**src/rtl/cpu_ctrl.sv**
```systemverilog
// Instruction-sequencing controller for the 8-bit von Neumann CPU.
// Adds memory wait states with a bus-timeout halt.
module cpu_ctrl #(
   parameter int unsigned WAIT_LIMIT = 15
) (
   input  logic       clk,
   input  logic       rst,
   input  logic [2:0] opcode,
   input  logic       zero,
   input  logic       mem_rdy,
   output logic       sel,
   output logic       rd,
   output logic       wr,
   output logic       data_e,
   output logic       ld_ir,
   output logic       inc_pc,
   output logic       ld_pc,
   output logic       ld_ac,
   output logic       halt,
   output logic       bus_err,
   output logic [2:0] phase
);

   typedef enum logic [2:0] {
      FETCH_ADDR = 3'd0,
      FETCH_RD   = 3'd1,
      LOAD_IR    = 3'd2,
      DECODE     = 3'd3,
      OP_RD      = 3'd4,
      EXEC       = 3'd5,
      STORE      = 3'd6,
      HALTED     = 3'd7
   } state_t;

   typedef enum logic [2:0] {
      OP_HLT = 3'd0,
      OP_SKZ = 3'd1,
      OP_ADD = 3'd2,
      OP_AND = 3'd3,
      OP_XOR = 3'd4,
      OP_LDA = 3'd5,
      OP_STO = 3'd6,
      OP_JMP = 3'd7
   } op_t;

   localparam logic [7:0] LAST_WAIT = 8'(WAIT_LIMIT - 1);

   state_t     r_state;
   state_t     w_next;
   logic [7:0] r_wait_cnt;
   logic       r_bus_err;
   logic       w_waiting;
   logic       w_timeout;
   op_t        w_op;

   assign w_op      = op_t'(opcode);
   assign w_waiting = (r_state == FETCH_RD) || (r_state == OP_RD) || (r_state == STORE);
   // mem_rdy in the limit cycle still counts as success
   assign w_timeout = w_waiting && !mem_rdy && (r_wait_cnt == LAST_WAIT);

   always_ff @(posedge clk) begin
      if (rst) begin
         r_state    <= FETCH_ADDR;
         r_wait_cnt <= '0;
         r_bus_err  <= 1'b0;
      end else begin
         r_state <= w_next;
         if (w_timeout)
            r_bus_err <= 1'b1;
         if (w_next != r_state)
            r_wait_cnt <= '0;
         else if (w_waiting && !mem_rdy)
            r_wait_cnt <= r_wait_cnt + 8'd1;
      end
   end

   always_comb begin
      w_next = r_state;
      case (r_state)
         FETCH_ADDR: w_next = FETCH_RD;
         FETCH_RD:   if (mem_rdy) w_next = LOAD_IR;
         LOAD_IR:    w_next = DECODE;
         DECODE: begin
            case (w_op)
               OP_HLT:                         w_next = HALTED;
               OP_STO:                         w_next = STORE;
               OP_SKZ, OP_JMP:                 w_next = EXEC;
               default:                        w_next = OP_RD;
            endcase
         end
         OP_RD:      if (mem_rdy) w_next = EXEC;
         EXEC:       w_next = FETCH_ADDR;
         STORE:      if (mem_rdy) w_next = FETCH_ADDR;
         HALTED:     w_next = HALTED;
         default:    w_next = FETCH_ADDR;
      endcase
      if (w_timeout)
         w_next = HALTED;
   end

   // Reset overrides the decode so no strobe fires while rst is held.
   always_comb begin
      sel     = 1'b0;
      rd      = 1'b0;
      wr      = 1'b0;
      data_e  = 1'b0;
      ld_ir   = 1'b0;
      inc_pc  = 1'b0;
      ld_pc   = 1'b0;
      ld_ac   = 1'b0;
      halt    = 1'b0;
      bus_err = 1'b0;
      phase   = FETCH_ADDR;
      if (rst) begin
         sel = 1'b1;
      end else begin
         phase = r_state;
         case (r_state)
            FETCH_ADDR: sel = 1'b1;
            FETCH_RD: begin
               sel = 1'b1;
               rd  = 1'b1;
            end
            LOAD_IR: begin
               sel   = 1'b1;
               rd    = 1'b1;
               ld_ir = 1'b1;
            end
            DECODE: inc_pc = 1'b1;
            OP_RD:  rd = 1'b1;
            EXEC: begin
               case (w_op)
                  OP_ADD, OP_AND, OP_XOR, OP_LDA: begin
                     rd    = 1'b1;
                     ld_ac = 1'b1;
                  end
                  OP_SKZ:  inc_pc = zero;
                  OP_JMP:  ld_pc  = 1'b1;
                  default: ;
               endcase
            end
            STORE: begin
               data_e = 1'b1;
               wr     = 1'b1;
            end
            HALTED: begin
               halt    = 1'b1;
               bus_err = r_bus_err;
            end
            default: ;
         endcase
      end
   end

endmodule

```
**config.mk**
```make
export PLATFORM = sky130hd
export DESIGN_NAME = cpu_ctrl
export DESIGN_NICKNAME = d
export VERILOG_FILES = /design/src/rtl/cpu_ctrl.sv
export SDC_FILE = /design/constraint.sdc
export NUM_CORES = 1
export LEC_CHECK = 0
export ABC_AREA = 0
export CAP_MARGIN = 20
export CORE_MARGIN = 2
export CORE_UTILIZATION = 40
export CTS_BUF_LIST = sky130_fd_sc_hd__clkbuf_16
export CTS_CLUSTER_DIAMETER = 60
export CTS_CLUSTER_SIZE = 30
export DETAILED_ROUTE_END_ITERATION = 6
export HOLD_SLACK_MARGIN = 0.03
export PLACE_DENSITY = 0.7
export SLEW_MARGIN = 20
export SYNTH_ARGS = -nofsm -noshare
export SYNTH_HDL_FRONTEND = slang
export SYNTH_SLANG_ARGS = --single-unit
```
**constraint.sdc**
```tcl
create_clock -name clk -period 2.1 [get_ports clk]
set_clock_uncertainty 0.15 [all_clocks]
set_input_delay 0.42 -clock clk [delete_from_list [all_inputs] [get_ports clk]]
set_output_delay 0.42 -clock clk [all_outputs]
set_load 0.01 [all_outputs]
```
* Word-level counts from Yosys, hierarchy flattened *
Cells that the tools add are included.

storage, ports and cells
  flip-flop bits (word level) = 12
  latch bits = 0
  RAM bits = 0
  memory bits (read-only) = 0
  output and inout port bits = 13
  memories kept = 0

operators by class
  add/sub/neg operators = 1
  $mul = 0
  divide/modulo/power cells = 0
  magnitude comparators = 0
  eq/ne operators = 16
  shift operators = 0
  multiplexer cells = 28
  bitwise gates (word level) = 0
  reductions and logical operators = 12

operators with widths
  cell                                                  number
  equality test 3 bit (second input constant)           8
  one-hot mux 3 bit (8 select lines)                    1
  two-way mux 1 bit                                     19
  two-way mux 3 bit                                     5
  equality test 3 x 2 -> 1 bit (second input constant)  4
  adder 8 x 1 -> 8 bit (second input constant)          1
  equality test 8 x 4 -> 1 bit (second input constant)  1
  equality test 3 x 1 -> 1 bit (second input constant)  2
  logical NOT 3 bit                                     2
  one-hot mux 2 bit (3 select lines)                    1
  OR reduction 3 bit                                    2
  one-hot mux 1 bit (2 select lines)                    2
  OR reduction 2 bit                                    2
  OR reduction 4 bit                                    1
  != test 3 bit                                         1
  logical AND 1 bit                                     2
  logical OR 1 bit                                      2
  logical NOT 1 bit                                     1

* Longest topological paths before layout *
  depth in word-level cells = 8
  gate-level depth with buffers = 7

* Least setup slack after synthesis *
No wires, ideal clock.

  path type = register to output
  from = reg r_state[2]
  to = out inc_pc
  arrival = 1.402 ns
  required time = 1.530 ns
  setup slack = 0.128 ns
  stages on the path, launching flop included = 6
  path buffers = 2
  cell sequence = dfxtp_1 -> buf_2 -> clkbuf_1 -> nand2_1 -> or3_1 -> a21oi_1

on the way
  cells in the longest elaborated chain, start to end = 3
  elaborated cells on any way between the ends = 4
  classes of those cells = eq/ne: 2; mux: 2

RTL lines
  item                                                                 line  source
  start, declared                                                      48    state_t r_state;
  start signal, assigned                                               67    r_state <= w_next;
  equality test 3 bit or equality test 3 x 2 -> 1 bit (tied branches)  118   case (r_state)
  one-hot mux 1 bit (2 select lines) (*)                               118
  two-way mux 1 bit (*)                                                114   if (rst) begin
  end, declared                                                        16    output logic inc_pc,

Every way passes the cells marked *; elsewhere a longest branch is shown, timed or not.

* Worst setup path after layout *
  from = in opcode[2]
  to = out inc_pc

on the way
  cells in the longest elaborated chain, start to end = 4

RTL lines
  item                                line  source
  start, declared                     8     input logic [2:0] opcode,
  equality test 3 x 1 -> 1 bit        132   case (w_op)
  two-way mux 1 bit                   132
  one-hot mux 1 bit (2 select lines)  118
  two-way mux 1 bit                   114

No other way between the ends.

==> out/metrics.yaml <==
clkTransAtPathRegs_ns: 0.04
core-area_um2: 2000
fin_hold_ws_ns: 0.313
syn_avg_cell_area_um2: 7.58
slew_headroom_pct: 80.8
cts_root_buffer: "clkbuf_16"
synth_common_cells: "16 x nor2_1, 12 x dfxtp_1, 8 x a21oi_1"
maxSlewViolCount: 0
grt_pass1_wl_um: 3800
die_h_um: 50.7
p_leak_uw: 0.000586
totalWireLength_um: 2290
die-area_um2: 2570
final_util_pct: 65.8
place_area_um2: 1220
fin_crit_ns: 2.07
postSynth.asyncResetShare_pct: 0
powerDensity_nw_per_um2: 717
numCtsBuffers: 3
finalSetupViolCount: 0
grt_pass1_vias: 897
synth_seq_area_share_pct: 27.5
clk_latency_ns: 0.24
nNetsFinal: 161
synth-edff-count: 0
seq_area_um2: 241
syn_inst: 115
yosysTopAreaCell: "dfxtp_1"
post-synth-top-count-cell: "nor2_1"
worst_setup_path_end_kind: "output pin"
cap_viol_max_count: 0
place_ws_ns: -0.645
overflow: 0
status: "finished, final reports clean"
crit_required_ns: 1.53
antenna_found_initial: 0
clockBufferDepth: 2
ys_seq_elements: 12
first_iter_violations: 7
viasPerCell: 5.29
stdcell_area_um2: 1320
maxClockFrequency_mhz: 484
numPortBuffers: 19
ant_nets: 0
htreeDepth: 1
cp-start-kind: "input port"
grt_max_degree: 11
ir_worst_vdd_uv: 588
final_hold_viol_count: 0
grt.total_usage_pct: 19.7
vias: 942
worstHoldPathType: "register to register"
synthDistinctLibCells: 39
die_x_um: 50.7
path_max_fanout: 2
synth_nets: 124
drive_gt1_share_pct: 31.1
fin_crit_sh_pct: 98.5
row_count: 16
finalSetupTns_ns: 0
synthTopCellsByArea: "dfxtp_1 28%, nor2_1 6.9%, xor2_1 6.0%"
dp.final_hpwl_um: 1640
setup_slack_ns: 0.0321
place.gp.congestion: 0.779
syn_to_final_growth_pct: 51.1
cts_hold_buf: 0
synth_flop_cell: "dfxtp_1"
worstPathArrival_ns: 1.50
antenna_cells: 0
firstDrtPassIters: 4
cts_tree: "built"
multiInputGateArea_um2: 613
synth_area_um2: 872
drc_errors: 0
drt-wirelength-per-cell_um: 12.8
initial_utilization_pct: 43.6
yosys_warnings: 0
clock_sinks: 12
nFillCells: 173
io_pins: 20
critPathKind: "input port to output pin"
tightest_slew_ns: 0.284
yosysTopAreaCellShare_pct: 27.5
-- logic make-up (layout without fill, tap and decap cells) --
family	count (synthesis)	count (layout)	synth area share, %
xor gates and xnor gates	8	8	8.03
muxes	1	1	1.15
DFF	12	12	27.5
buffers and inverters	13	49	7.32
AOI/OAI and AO/OA	25	25	20.9
and+or+nand+nor	54	54	32.1
adders and majority gates	2	2	2.87
-- where the power goes --
| part | leakage, uW | switching (uW) | total [uW] | internal, uW |
|---|---|---|---|---|
| clock network | 0.0000385 | 101 | 351 | 251 |
| registers | 0.0000977 | 16.1 | 258 | 242 |
| logic | 0.000450 | 168 | 335 | 167 |
-- critical path, stage by stage --
cell and delay (ns):
clkdlybuf4s15_1 0.19, or2_4 0.25, or3_1 0.37, a21oi_2 0.13, buf_2 0.14
-- layout by cell type (no fill, tap or decap), drive strengths merged, types with 4 or more instances in the layout --
cell / count
nor2: 16
clkbuf: 7
nand2b: 6
dlygate4sd2: 5
a21oi: 10
inv: 4
nand3: 6
dfxtp: 12
buf: 25
nor3: 6
nand2: 6
xor2: 6
-- layer usage --
| layer | global-route usage [%] | share of wire, % | vias up |
|---|---|---|---|
| met3 | 4.46 | 5.3 | 7 |
| li1 | - | - | 471 |
| met2 | 34.9 | 50 | 29 |
| met4 | 7.66 | 2.4 | 0 |
| met5 | 0 | 0 | - |
| met1 | 22.7 | 42 | 435 |
-- area by class of cell --
| class | instances | share of cell area [%] |
|---|---|---|
| Multi-Input combinational cell | 90 | 46.5 |
| Clock inverter | 1 | 0.285 |
| Timing Repair Buffer | 41 | 25.5 |
| Inverter | 4 | 1.14 |
| Clock buffer | 3 | 5.70 |
| Sequential cell | 12 | 18.3 |
| Tap cell | 27 | 2.56 |
-- registers in the layout, summed over array words and instances (netlist names) --
register and flops:
r_bus_err 1, r_state 3, r_wait_cnt 8
-- worst paths after layout --
check | slack [ns] | from | depth (start not counted) | end
max | 0.03 | opcode[2] | 5 | inc_pc
min reg2reg | 0.31 | r_bus_err$_SDFFE_PP0P_ | 2 | r_bus_err$_SDFFE_PP0P_
min | 0.31 | r_bus_err$_SDFFE_PP0P_ | 2 | r_bus_err$_SDFFE_PP0P_
max reg2reg | 0.14 | r_state[0]$_SDFF_PP0_ | 7 | r_wait_cnt[7]$_SDFFE_PP0P_
-- stage by stage --
stage,total power [uW],cells
5_1_grt,996,178
4_1_cts,929,177
6_report,945,178
2_1_floorplan,445,115
3_3_place_gp,582,173
3_5_place_dp,586,173
-- what timing repair did --
action / 4_1_cts / 5_1_grt
pin swaps: 1 / 4
setup buffers: 0 / 1
resized for setup: 32 / 18
cloned: 0 / 0
setup endpoints to repair: 13 / 18
(Power assumes the default switching activity.)
